==> src/rtl/mips_mc_control.sv <==
// mips_mc_control: multi-cycle Moore control sequencer for the MIPS datapath.
// Each instruction is stepped through fetch, decode, execute, memory and
// writeback. The memory states stall on mem_ready_in. In those states the
// IR/PC loads and the done pulse are gated by mem_ready_in, so each one fires
// exactly once per access.
// Optional feature macro: MIPS_MC_JALR_EN adds the jr and jal instructions
// (the JR and JAL states). Without it, both opcodes decode to ILLEGAL.
// Outputs are decoded from the current state with zero latency. They are
// forced to 0 while reset is high, so an aborted instruction never writes.
module mips_mc_control #(
  parameter bit FETCH_PC_INC = 1'b1
) (
  input  logic       clk,
  input  logic       reset,
  input  logic [5:0] op_in,
  input  logic [5:0] func_in,
  input  logic       zero_in,
  input  logic       mem_ready_in,
  output logic       pcWrite_out,
  output logic       pcWriteCond_out,
  output logic       branchNe_out,
  output logic       iorD_out,
  output logic       memRead_out,
  output logic       memWrite_out,
  output logic       irWrite_out,
  output logic [1:0] regDst_out,
  output logic [1:0] memToReg_out,
  output logic       regWrite_out,
  output logic       ALUSrcA_out,
  output logic [1:0] ALUSrcB_out,
  output logic       extCntrl_out,
  output logic [3:0] ALUCntrl_out,
  output logic [1:0] PCSource_out,
  output logic       instrDone_out,
  output logic       illegal_out,
  output logic [3:0] state_out
);

  typedef enum logic [3:0] {
    S_FETCH   = 4'd0,
    S_DECODE  = 4'd1,
    S_MEMADR  = 4'd2,
    S_MEMRD   = 4'd3,
    S_MEMWB   = 4'd4,
    S_MEMWR   = 4'd5,
    S_RTEXE   = 4'd6,
    S_RTWB    = 4'd7,
    S_BRANCH  = 4'd8,
    S_ITEXE   = 4'd9,
    S_ITWB    = 4'd10,
    S_JUMP    = 4'd11,
    S_JR      = 4'd12,
    S_JAL     = 4'd13,
    S_ILLEGAL = 4'd15
  } state_t;

  localparam logic [5:0] OP_RTYPE = 6'h00;
  localparam logic [5:0] OP_J     = 6'h02;
  localparam logic [5:0] OP_JAL   = 6'h03;
  localparam logic [5:0] OP_BEQ   = 6'h04;
  localparam logic [5:0] OP_BNE   = 6'h05;
  localparam logic [5:0] OP_ADDI  = 6'h08;
  localparam logic [5:0] OP_ANDI  = 6'h0c;
  localparam logic [5:0] OP_LUI   = 6'h0f;
  localparam logic [5:0] OP_LW    = 6'h23;
  localparam logic [5:0] OP_SW    = 6'h2b;

  localparam logic [5:0] FN_JR  = 6'h08;
  localparam logic [5:0] FN_ADD = 6'h20;
  localparam logic [5:0] FN_SUB = 6'h22;
  localparam logic [5:0] FN_AND = 6'h24;
  localparam logic [5:0] FN_OR  = 6'h25;
  localparam logic [5:0] FN_NOR = 6'h27;
  localparam logic [5:0] FN_SLT = 6'h2a;

  localparam logic [3:0] ALU_AND = 4'b0000;
  localparam logic [3:0] ALU_OR  = 4'b0001;
  localparam logic [3:0] ALU_ADD = 4'b0010;
  localparam logic [3:0] ALU_SUB = 4'b0110;
  localparam logic [3:0] ALU_SLT = 4'b0111;
  localparam logic [3:0] ALU_NOR = 4'b1100;
  localparam logic [3:0] ALU_LUI = 4'b1111;

  state_t state_q, state_d;

  // The zero flag is combined with branchNe inside the datapath, not here.
  logic unused_zero;
  assign unused_zero = zero_in;

  // Next-state selection from the current state, opcode/func and memory ready.
  always_comb begin
    state_d = state_q;
    case (state_q)
      S_FETCH:  if (mem_ready_in) state_d = S_DECODE;
      S_DECODE: begin
        case (op_in)
          OP_LW, OP_SW:            state_d = S_MEMADR;
          OP_BEQ, OP_BNE:          state_d = S_BRANCH;
          OP_ADDI, OP_ANDI, OP_LUI: state_d = S_ITEXE;
          OP_J:                    state_d = S_JUMP;
`ifdef MIPS_MC_JALR_EN
          OP_JAL:                  state_d = S_JAL;
`endif
          OP_RTYPE: begin
            case (func_in)
              FN_ADD, FN_SUB, FN_AND, FN_OR, FN_SLT, FN_NOR: state_d = S_RTEXE;
`ifdef MIPS_MC_JALR_EN
              FN_JR:   state_d = S_JR;
`endif
              default: state_d = S_ILLEGAL;
            endcase
          end
          default:                 state_d = S_ILLEGAL;
        endcase
      end
      S_MEMADR: state_d = (op_in == OP_LW) ? S_MEMRD : S_MEMWR;
      S_MEMRD:  if (mem_ready_in) state_d = S_MEMWB;
      S_MEMWR:  if (mem_ready_in) state_d = S_FETCH;
      S_RTEXE:  state_d = S_RTWB;
      S_ITEXE:  state_d = S_ITWB;
      S_MEMWB, S_RTWB, S_ITWB, S_BRANCH, S_JUMP: state_d = S_FETCH;
`ifdef MIPS_MC_JALR_EN
      S_JR, S_JAL: state_d = S_FETCH;
`endif
      S_ILLEGAL: state_d = S_ILLEGAL;
      default:   state_d = S_ILLEGAL;
    endcase
  end

  // State register; synchronous reset returns to FETCH.
  always_ff @(posedge clk) begin
    if (reset) state_q <= S_FETCH;
    else       state_q <= state_d;
  end

  // Output decode: Moore per state, with mem_ready gating in the memory states.
  always_comb begin
    pcWrite_out     = 1'b0;
    pcWriteCond_out = 1'b0;
    branchNe_out    = 1'b0;
    iorD_out        = 1'b0;
    memRead_out     = 1'b0;
    memWrite_out    = 1'b0;
    irWrite_out     = 1'b0;
    regDst_out      = 2'b00;
    memToReg_out    = 2'b00;
    regWrite_out    = 1'b0;
    ALUSrcA_out     = 1'b0;
    ALUSrcB_out     = 2'b00;
    extCntrl_out    = 1'b0;
    ALUCntrl_out    = 4'b0000;
    PCSource_out    = 2'b00;
    instrDone_out   = 1'b0;
    illegal_out     = 1'b0;
    state_out       = 4'd0;
    if (!reset) begin
      state_out = state_q;
      case (state_q)
        S_FETCH: begin
          memRead_out  = 1'b1;
          ALUSrcB_out  = 2'b01;
          ALUCntrl_out = ALU_ADD;
          irWrite_out  = mem_ready_in;
          pcWrite_out  = mem_ready_in & FETCH_PC_INC;
        end
        S_DECODE: begin
          ALUSrcB_out  = 2'b11;
          extCntrl_out = 1'b1;
          ALUCntrl_out = ALU_ADD;
        end
        S_MEMADR: begin
          ALUSrcA_out  = 1'b1;
          ALUSrcB_out  = 2'b10;
          extCntrl_out = 1'b1;
          ALUCntrl_out = ALU_ADD;
        end
        S_MEMRD: begin
          memRead_out = 1'b1;
          iorD_out    = 1'b1;
        end
        S_MEMWB: begin
          regWrite_out  = 1'b1;
          memToReg_out  = 2'b01;
          instrDone_out = 1'b1;
        end
        S_MEMWR: begin
          memWrite_out  = 1'b1;
          iorD_out      = 1'b1;
          instrDone_out = mem_ready_in;
        end
        S_RTEXE: begin
          ALUSrcA_out = 1'b1;
          case (func_in)
            FN_ADD:  ALUCntrl_out = ALU_ADD;
            FN_SUB:  ALUCntrl_out = ALU_SUB;
            FN_AND:  ALUCntrl_out = ALU_AND;
            FN_OR:   ALUCntrl_out = ALU_OR;
            FN_SLT:  ALUCntrl_out = ALU_SLT;
            FN_NOR:  ALUCntrl_out = ALU_NOR;
            default: ALUCntrl_out = ALU_AND;
          endcase
        end
        S_RTWB: begin
          regWrite_out  = 1'b1;
          regDst_out    = 2'b01;
          instrDone_out = 1'b1;
        end
        S_BRANCH: begin
          ALUSrcA_out     = 1'b1;
          ALUCntrl_out    = ALU_SUB;
          pcWriteCond_out = 1'b1;
          PCSource_out    = 2'b01;
          branchNe_out    = (op_in == OP_BNE);
          instrDone_out   = 1'b1;
        end
        S_ITEXE: begin
          ALUSrcA_out = 1'b1;
          ALUSrcB_out = 2'b10;
          case (op_in)
            OP_ANDI: ALUCntrl_out = ALU_AND;
            // The extension choice is irrelevant for lui; zero-extend.
            OP_LUI:  ALUCntrl_out = ALU_LUI;
            default: begin
              extCntrl_out = 1'b1;
              ALUCntrl_out = ALU_ADD;
            end
          endcase
        end
        S_ITWB: begin
          regWrite_out  = 1'b1;
          instrDone_out = 1'b1;
        end
        S_JUMP: begin
          pcWrite_out   = 1'b1;
          PCSource_out  = 2'b10;
          instrDone_out = 1'b1;
        end
`ifdef MIPS_MC_JALR_EN
        S_JR: begin
          pcWrite_out   = 1'b1;
          PCSource_out  = 2'b11;
          instrDone_out = 1'b1;
        end
        // The jump and the link write happen in the same cycle; PC still holds PC+4.
        S_JAL: begin
          pcWrite_out   = 1'b1;
          PCSource_out  = 2'b10;
          regWrite_out  = 1'b1;
          regDst_out    = 2'b10;
          memToReg_out  = 2'b10;
          instrDone_out = 1'b1;
        end
`endif
        S_ILLEGAL: illegal_out = 1'b1;
        default: ;
      endcase
    end
  end

endmodule

==> config.mk <==
export PLATFORM = sky130hd
export DESIGN_NAME = mips_mc_control
export DESIGN_NICKNAME = d
export VERILOG_FILES = /design/src/rtl/mips_mc_control.sv
export SDC_FILE = /design/constraint.sdc
export NUM_CORES = 1
export LEC_CHECK = 0
export ABC_AREA = 1
export CAP_MARGIN = 25
export CORE_MARGIN = 2
export CORE_UTILIZATION = 41
export CTS_CLUSTER_DIAMETER = 60
export DETAILED_ROUTE_END_ITERATION = 8
export PLACE_DENSITY = 0.8
export SETUP_SLACK_MARGIN = 0.05
export SLEW_MARGIN = 20
export SYNTH_ARGS = -nofsm -noshare
export SYNTH_HDL_FRONTEND = slang
export SYNTH_SLANG_ARGS = --single-unit
==> constraint.sdc <==
create_clock -name clk -period 1.65 [get_ports clk]
set_input_delay 0.165 -clock clk [delete_from_list [all_inputs] [get_ports clk]]
set_output_delay 0.165 -clock clk [all_outputs]
set_load 0.01 [all_outputs]
Yosys cells after proc, flatten, opt, wreduce, memory -nomap -nowiden
Cells that the tools add are included.
Storage, ports and cells
  register bits: 4
  logic and storage cells: 91
  bits of input ports: 16
  output and inout bits: 28
Operators by class
  multiplexer cells: 45
  reductions and logical operators: 16
  eq/ne operators: 29
Operators by type and width (count)
  $eq A6 B6 Y1 const B: 8
  $pmux W4 S5: 2
  $pmux W4 S8: 1
  $mux W1: 26
  $mux W4: 6
  $eq A4 B4 Y1 const B: 5
  $eq A6 B4 Y1 const B: 3
  $eq A4 B3 Y1 const B: 4
  $pmux W4 S4: 1
  $reduce_or A2 Y1: 7
  $eq A6 B3 Y1 const B: 2
  $reduce_or A3 Y1: 3
  $eq A4 B2 Y1 const B: 2
  $pmux W4 S2: 1
  $eq A6 B2 Y1 const B: 1
  $logic_not A6 Y1: 1
  $ne A2 B2 Y1 const B: 3
  $pmux W1 S2: 3
  $pmux W2 S3: 1
  $reduce_or A6 Y1: 1
  $reduce_or A5 Y1: 1
  $eq A4 B1 Y1 const B: 1
  $logic_not A4 Y1: 1
  $mux W2: 2
  4 further kinds: 4

Depth between registers and ports, before layout
Gate-level depths: netlist of run 1.
  depth after elaboration: 5
  mapped depth: 10
  gate-level depth less buffers: 10

Worst setup path before layout of run 1
OpenSTA, ideal clock, no wires.
  kind: reg-to-output
  from: reg state_q[3]
  to: out PCSource_out[0]
  data required time: 1.485 ns
  arrival: 1.269 ns
  path slack: 0.216 ns
  cell stages (with the launch flop): 8
  path buffers: 1
  cells stage by stage: dfxtp_1 > inv_2 > nor2_2 > inv_1 > nor2_1 > inv_1 > nor2_1 > buf_4
On the way
  cells in the longest elaborated chain, start to end: 3
  elaborated cells between the ends (all ways): 4
  classes of those cells: eq/ne: 2; mux: 2
RTL lines
  from (decl): RTL line 84  | state_t state_q, state_d;
  from (signal assigned): RTL line 133  | else state_q <= state_d;
  $eq A4 B4 Y1: RTL line 158  | case (state_q)
  $pmux W2 S2 *: RTL line 158
  $mux W2 *: RTL line 156  | if (!reset) begin
  to (decl): RTL line 33  | output logic [1:0] PCSource_out,
Mark *: on every way between the ends. The rest lies on a longest branch, timed or not.

Worst setup path in the final report of run 1
  from: reg state_q[1]
  to: out ALUCntrl_out[3]
On the way
  cells in the longest elaborated chain, start to end: 4
  elaborated cells between the ends (all ways): 9
  classes of those cells: eq/ne: 5; mux: 2; reduce/logical: 2
RTL lines
  $eq A4 B2 Y1, or another cell as far along: RTL line 158
  $reduce_or A3 Y1 (no line)
  $pmux W4 S4 *: RTL line 158
  $mux W4 *: RTL line 156
  to (decl): RTL line 32  | output logic [3:0] ALUCntrl_out,
Marks and branches as above.

==> run_results.csv, run 1 <==
group,metric,value,unit
status,status,"finished with violations",
status,failed_checks,"negative setup slack",
clocking,cts_tree,"done",
synth,synth.top_cell.area_share,0.156,
synth,synth_area,941,µm²
synth,synth_edf_count,0,
worst_setup_path,critPathLaunchType,"flip-flop",
route,vias,1764,
die,dieArea,2690,µm²
synth,seq_area_frac_synth,0.0851,
layout,layoutNonFillerInstCount,309,
synth,yosysUniqueCellTypes,26,
sta,timing.final.ws_setup,-106,ps
worst_setup_path,cp.required,1480,ps
placed_design,place_hpwl,2890,µm
route,drc,0,
clocking,cts_max_path_buffers,2,
die,die-width,51.9,µm
power,power-per-cell-area,1230,nW/µm²
synth,synth.most_common_cell,"nor2_1",
worst_setup_path,end_kind,"primary output",
layout,fin_util,0.900,
placed_design,dp_slack,-519,ps
sta,grt_setup_unrepaired,"true",
synth,syn_avg_cell_area,5.11,µm²
layout,antenna_cells,0,
synth,netlist_top_cells_count,"nor2_1 (39), nand2_1 (34), inv_1 (28)",
layout,fillers,93,
sta,period_share,1.06,
worst_setup_path,path_max_fanout,4,
sta,fmax,0.570,GHz
route,dr.pass1.iters,5,
synth,async_flop_share,0,
route,drt_iter0_drc,106,
sta,hold_viol_final,0,
sta,finalCriticalPeriod,1760,ps
global_route,grt_pass1_wl,6050,µm
layout,largest_reg_flops,4,
die,die_h,51.9,µm
route,wl_per_cell,17.8,µm
global_route,grt_util_all_layers,0.289,
power,ir_worst_vdd,1460,µV
layout,area_growth,110,%
clocking,cts-buffers-inserted,3,
clocking,root_buffer,"clkbuf_4",
sta,slew_viol_final,0,
clocking,clk-insertion-delay-late,230,ps
die,rows,17,
layout,drive_gt1_frac,0.520,
layout,layout.nets,299,
placed_design,routabilityCongestion,0.907,
power,p_sw_frac,0.522,
synth,netlist_instances,184,
placed_design,dp_cells,295,
power,p_sw,0.00126,W
synth,synth_ff_type,"dfxtp_1",
clocking,clkSinkCount,4,
flow_run,max-cap-violations,0,
global_route,antenna_found_initial,0,
layout,reg.largest.list,"state_q: 4 flops",
clocking,path_clk_slew,40,ps
layout,top_register,"state_q",
die,core-area,2190,µm²
power,clockPowerShare,0.050,
synth,synth_warnings,0,
power,p_seq_frac,0.090,
global_route,first_global_vias,1426,
placed_design,io_buffers,40,
power,p_int,0.00116,W
die,io_pins,44,
synth,synthTopCellsByArea,"nor2_1 (16%), nand2_1 (14%), inv_1 (11%)",
power,leakage,1.07,nW
clocking,hold_buffers,0,
sta,setup-violations-final,5,
worst_setup_path,worst_ep_arrival_time,1590,ps
die,start_util,0.429,
global_route,grt_max_degree,10,
global_route,grt_overflow,0,
synth,yosysTopAreaCell,"nor2_1",
route,vias_per_cell,5.71,
route,ant_nets,0,
sta,finalClockSkew,8.02,ps
synth,ys_seq_elements,4,
power,comb_power_share,0.860,
route,wl,5490,µm
clocking,htreeDepth,1,
worst_setup_path,path_class,"reg2out",
hold_path,hold_class,"reg2reg",
-- layout by cell type, fill, tap and decap left out, types with 6 or more instances in the layout --
cell type,instances
buf_6,9
nand2_1,31
nand3_1,10
buf_4,51
nor2_1,30
buf_2,14
dlygate4sd2_1,14
nor2_4,11
inv_1,21
inv_2,11
nor2_2,6
a21oi_2,8
-- cell type report --
type / count / area (µm²) / area share
clock buffer: 3 / 22.5 / 0.0114
tap: 28 / 35.0 / 0.0178
sequential: 4 / 92.6 / 0.0470
timing repair buffer: 99 / 787 / 0.399
inverter: 34 / 133 / 0.0673
multi-input combinational: 141 / 902 / 0.457
-- power groups by stage --
stage | logic [W] | registers [W] | clock network (W)
finish | 0.00208 | 0.000218 | 0.000122
global route | 0.00218 | 0.000218 | 0.000128
CTS | 0.00161 | 0.000203 | 0.000122
detailed placement | 0.00152 | 0.000186 | 0
global placement | 0.00148 | 0.000184 | 0
floorplan | 0.000728 | 0.000185 | 0
-- final timing paths --
check,start,to,slack (ps),cells after the start
min,state_q[2],state_q[2],650,2
min reg2reg,state_q[2],state_q[2],650,2
max reg2reg,state_q[1],state_q[2],-20,11
max,state_q[1],ALUCntrl_out[3],-110,10
-- metal layers --
metal / vias up / part of all wire / GRT usage / wire (µm)
li1: 771 / - / - / -
met1: 808 / 0.36 / 0.354 / 1990
met2: 148 / 0.48 / 0.527 / 2660
met3: 37 / 0.098 / 0.0259 / 539
met4: 0 / 0.054 / 0.0877 / 296
met5: - / 0 / 0 / 0
-- cell families after synthesis --
logic type	share of synthesized area
buffers and inverters	0.176
AOI/OAI and AO/OA	0.170
and+or+nand+nor	0.565
DFF	0.0851
other	0.00399
-- critical path, stage by stage (launching register included) --
cell	delay, ps
dfxtp_4	360
buf_6	130
nor2_4	130
nand2_4	90
nor2_4	120
inv_2	60
o31ai_4	60
inv_2	90
buf_6	130
nor2_4	80
buf_6	110
-- what timing repair did --
action	CTS	global route
setup endpoints to repair	27	22
gates resized for setup	119	50
setup buffers	4	7
pin swaps	15	21
-- through the flow --
stage | TNS [ps] | power [W] | instance area [µm²] | hold slack [ps]
2_1_floorplan | 0 | 0.000913 | 945 | 356
3_3_place_gp | -4600 | 0.00166 | 1700 | 606
3_5_place_dp | -5560 | 0.00171 | 1700 | 625
4_1_cts | -9.90 | 0.00193 | 1780 | 608
5_1_grt | -494 | 0.00253 | 1970 | 704
6_report | -289 | 0.00242 | 1970 | 651
(Power assumes the default switching activity.)
==> run 2: changes to the inputs <==
- CORE_UTILIZATION: 41 -> 44
- PLACE_DENSITY: 0.8 -> 0.85
- clock period: 1.65 -> 2.2 ns (I/O delays scaled with it)
==> run 2 against run 1 <==
  * The run now ends clean
  * Hold slack got worse by 6.9 ps
  * Critical path depth decreased by 3
  * Setup slack improved by 230 ps
  * Sequential share of layout area increased by 0.83 points
  * Via count decreased by 22%
  * Critical path type unchanged
==> run_results.csv, run 2 (synthesis gave the netlist of run 1 again) <==
group,metric,value,unit
status,status,"completed",
placed_design,routabilityCongestion,0.926,
route,ant_nets,0,
worst_setup_path,critPathMaxStageDelay,550,ps
flow_run,max-cap-violations,0,
worst_setup_path,worstPathCellList,"buf_4 > nor2_4 > nand2_2 > inv_1 > nand2_1 > a21oi_1 > clkdlybuf4s50_1",
worst_setup_path,worst_ep_arrival_time,1850,ps
layout,top_register,"state_q",
clocking,path_clk_slew,40,ps
worst_setup_path,critPathTopFamily,"buffers and inverters",
power,total_power,0.00117,W
clocking,post_cts_buffers,0,
route,wl_per_cell,12.0,µm
clocking,clkSinkCount,4,
clocking,clk-insertion-delay-late,230,ps
global_route,grt_max_degree,11,
layout,multi_input_area,722,µm²
worst_setup_path,path_max_fanout,5,
clocking,hold_buffers,0,
layout,largest_reg_flops,4,
placed_design,placed_area,1440,µm²
global_route,grt_pass1_wl,5040,µm
worst_setup_path,reg2reg_depth,8,
worst_setup_path,critPathLaunchType,"flip-flop",
die,io_pins,44,
clocking,root_buffer,"clkbuf_4",
route,dr.pass1.iters,4,
die,rows,16,
sta,setup-tns-final,0,ps
die,dieArea,2520,µm²
die,start_util,0.475,
sta,setup-violations-final,0,
power,ir_worst_vdd,777,µV
clocking,htreeDepth,1,
clocking,cts_max_path_buffers,2,
layout,final_cell_area,1490,µm²
route,vias,1368,
hold_path,hold_depth,2,
worst_setup_path,end_kind,"primary output",
layout,layout.nets,253,
placed_design,io_buffers,40,
global_route,grt_util_all_layers,0.254,
sta,finalCriticalPeriod,2070,ps
global_route,antenna_found_initial,0,
layout,fin_util,0.754,
clocking,cts-buffers-inserted,3,
die,core-area,1980,µm²
global_route,grt_overflow,0,
route,vias_per_cell,5.22,
route,drc,0,
placed_design,place_hpwl,2510,µm
sta,grt_setup_unrepaired,"true",
sta,period_share,0.942,
sta,whs,644,ps
sta,finalClockSkew,3.46,ps
worst_setup_path,r2r-end,"state_q[0]",
layout,antenna_cells,0,
sta,fmax,0.482,GHz
hold_path,min_to,"state_q[2]",
power,leakage,0.799,nW
worst_setup_path,cp.required,1980,ps
layout,drive_gt1_frac,0.196,
worst_setup_path,r2r-start,"state_q[3]",
global_route,first_global_vias,1248,
layout,reg.largest.list,"state_q: 4 flops",
die,die_h,50.2,µm
route,wl,3150,µm
layout,area_growth,58.8,%
layout,layout_commonest_cell,"nor2_1",
worst_setup_path,r2r_slack,870,ps
worst_setup_path,path_class,"reg2out",
power,power-per-cell-area,783,nW/µm²
hold_path,hold_class,"reg2reg",
sta,hold_viol_final,0,
worst_setup_path,crit_buf_inv,3,
worst_setup_path,crit_slowest_cell,"clkdlybuf4s50_1",
layout,final_cell_mix,"nor2_1 (36), nand2_1 (34), clkdlybuf4s50_1 (31)",
layout,fillers,160,
route,drt_iter0_drc,59,
clocking,cts_tree,"done",
die,die-width,50.2,µm
hold_path,min_from,"state_q[2]",
sta,slew_viol_final,0,
layout,seq_area,82.6,µm²
-- run 2: changes by cell type in the layout (fill, tap and decap cells not counted), moves of 6 or more --
cell             before  now
dlygate4sd2_1        14    4
buf_4                51   13
nor2_1               30   36
clkdlybuf4s50_1       2   31
a21oi_1               4   11
buf_6                 9    0
a21oi_2               8    1
inv_1                21   28
buf_2                14    0
-- run 2: worst max-delay path by stage --
stage	startpoint	end	slack [ps]	cells after the start
final	state_q[3]	pcWrite_out	130	7
after floorplan	state_q[3]	PCSource_out[0]	710	7
after detailed placement	func_in[1]	ALUCntrl_out[0]	-30	8
after global routing	state_q[3]	pcWrite_out	-0.04	7
after CTS	state_q[3]	pcWrite_out	60	7
after global placement	func_in[2]	ALUCntrl_out[2]	5	8
-- run 2: what timing repair did --
item,4_1_cts,5_1_grt
gates resized for setup,7,10
endpoints found under the setup margin,8,10
pin swaps,1,0
-- run 2: per-stage QoR --
step / cells / setup WS [ps]
finish: 262 / 127
global route: 262 / -0.0355
CTS: 262 / 56.0
detailed placement: 259 / -30.1
global placement: 259 / 5.16
floorplan: 185 / 711
-- run 2: metal layers --
| metal | share of wire | global-route usage |
|---|---|---|
| met5 | 0 | 0 |
| met3 | 0.068 | 0.0387 |
| met1 | 0.42 | 0.305 |
| met2 | 0.50 | 0.445 |
| met4 | 0.0067 | 0.102 |
-- run 2: power by group --
| part | total [W] | switching, W | internal [W] |
|---|---|---|---|
| Combinational | 0.000923 | 0.000532 | 0.000391 |
| Clock | 0.0000895 | 0.0000286 | 0.0000609 |
| Sequential | 0.000157 | 0.0000515 | 0.000105 |
-- run 2: cell type report --
| type | count | share of cell area |
|---|---|---|
| Sequential cell | 4 | 0.0553 |
| Timing Repair Buffer | 53 | 0.338 |
| Multi-Input combinational cell | 141 | 0.483 |
| Tap cell | 27 | 0.0226 |
| Inverter | 34 | 0.0854 |
| Clock buffer | 3 | 0.0151 |
-- run 2: worst register-to-register path, cell delays in order (launching register included) --
cell	delay (ps)
dfxtp_1	340
buf_4	170
nor2_4	70
nand2_2	120
nand3_2	90
nand2_2	100
nand2_1	80
nor3_1	150
a21oi_1	90
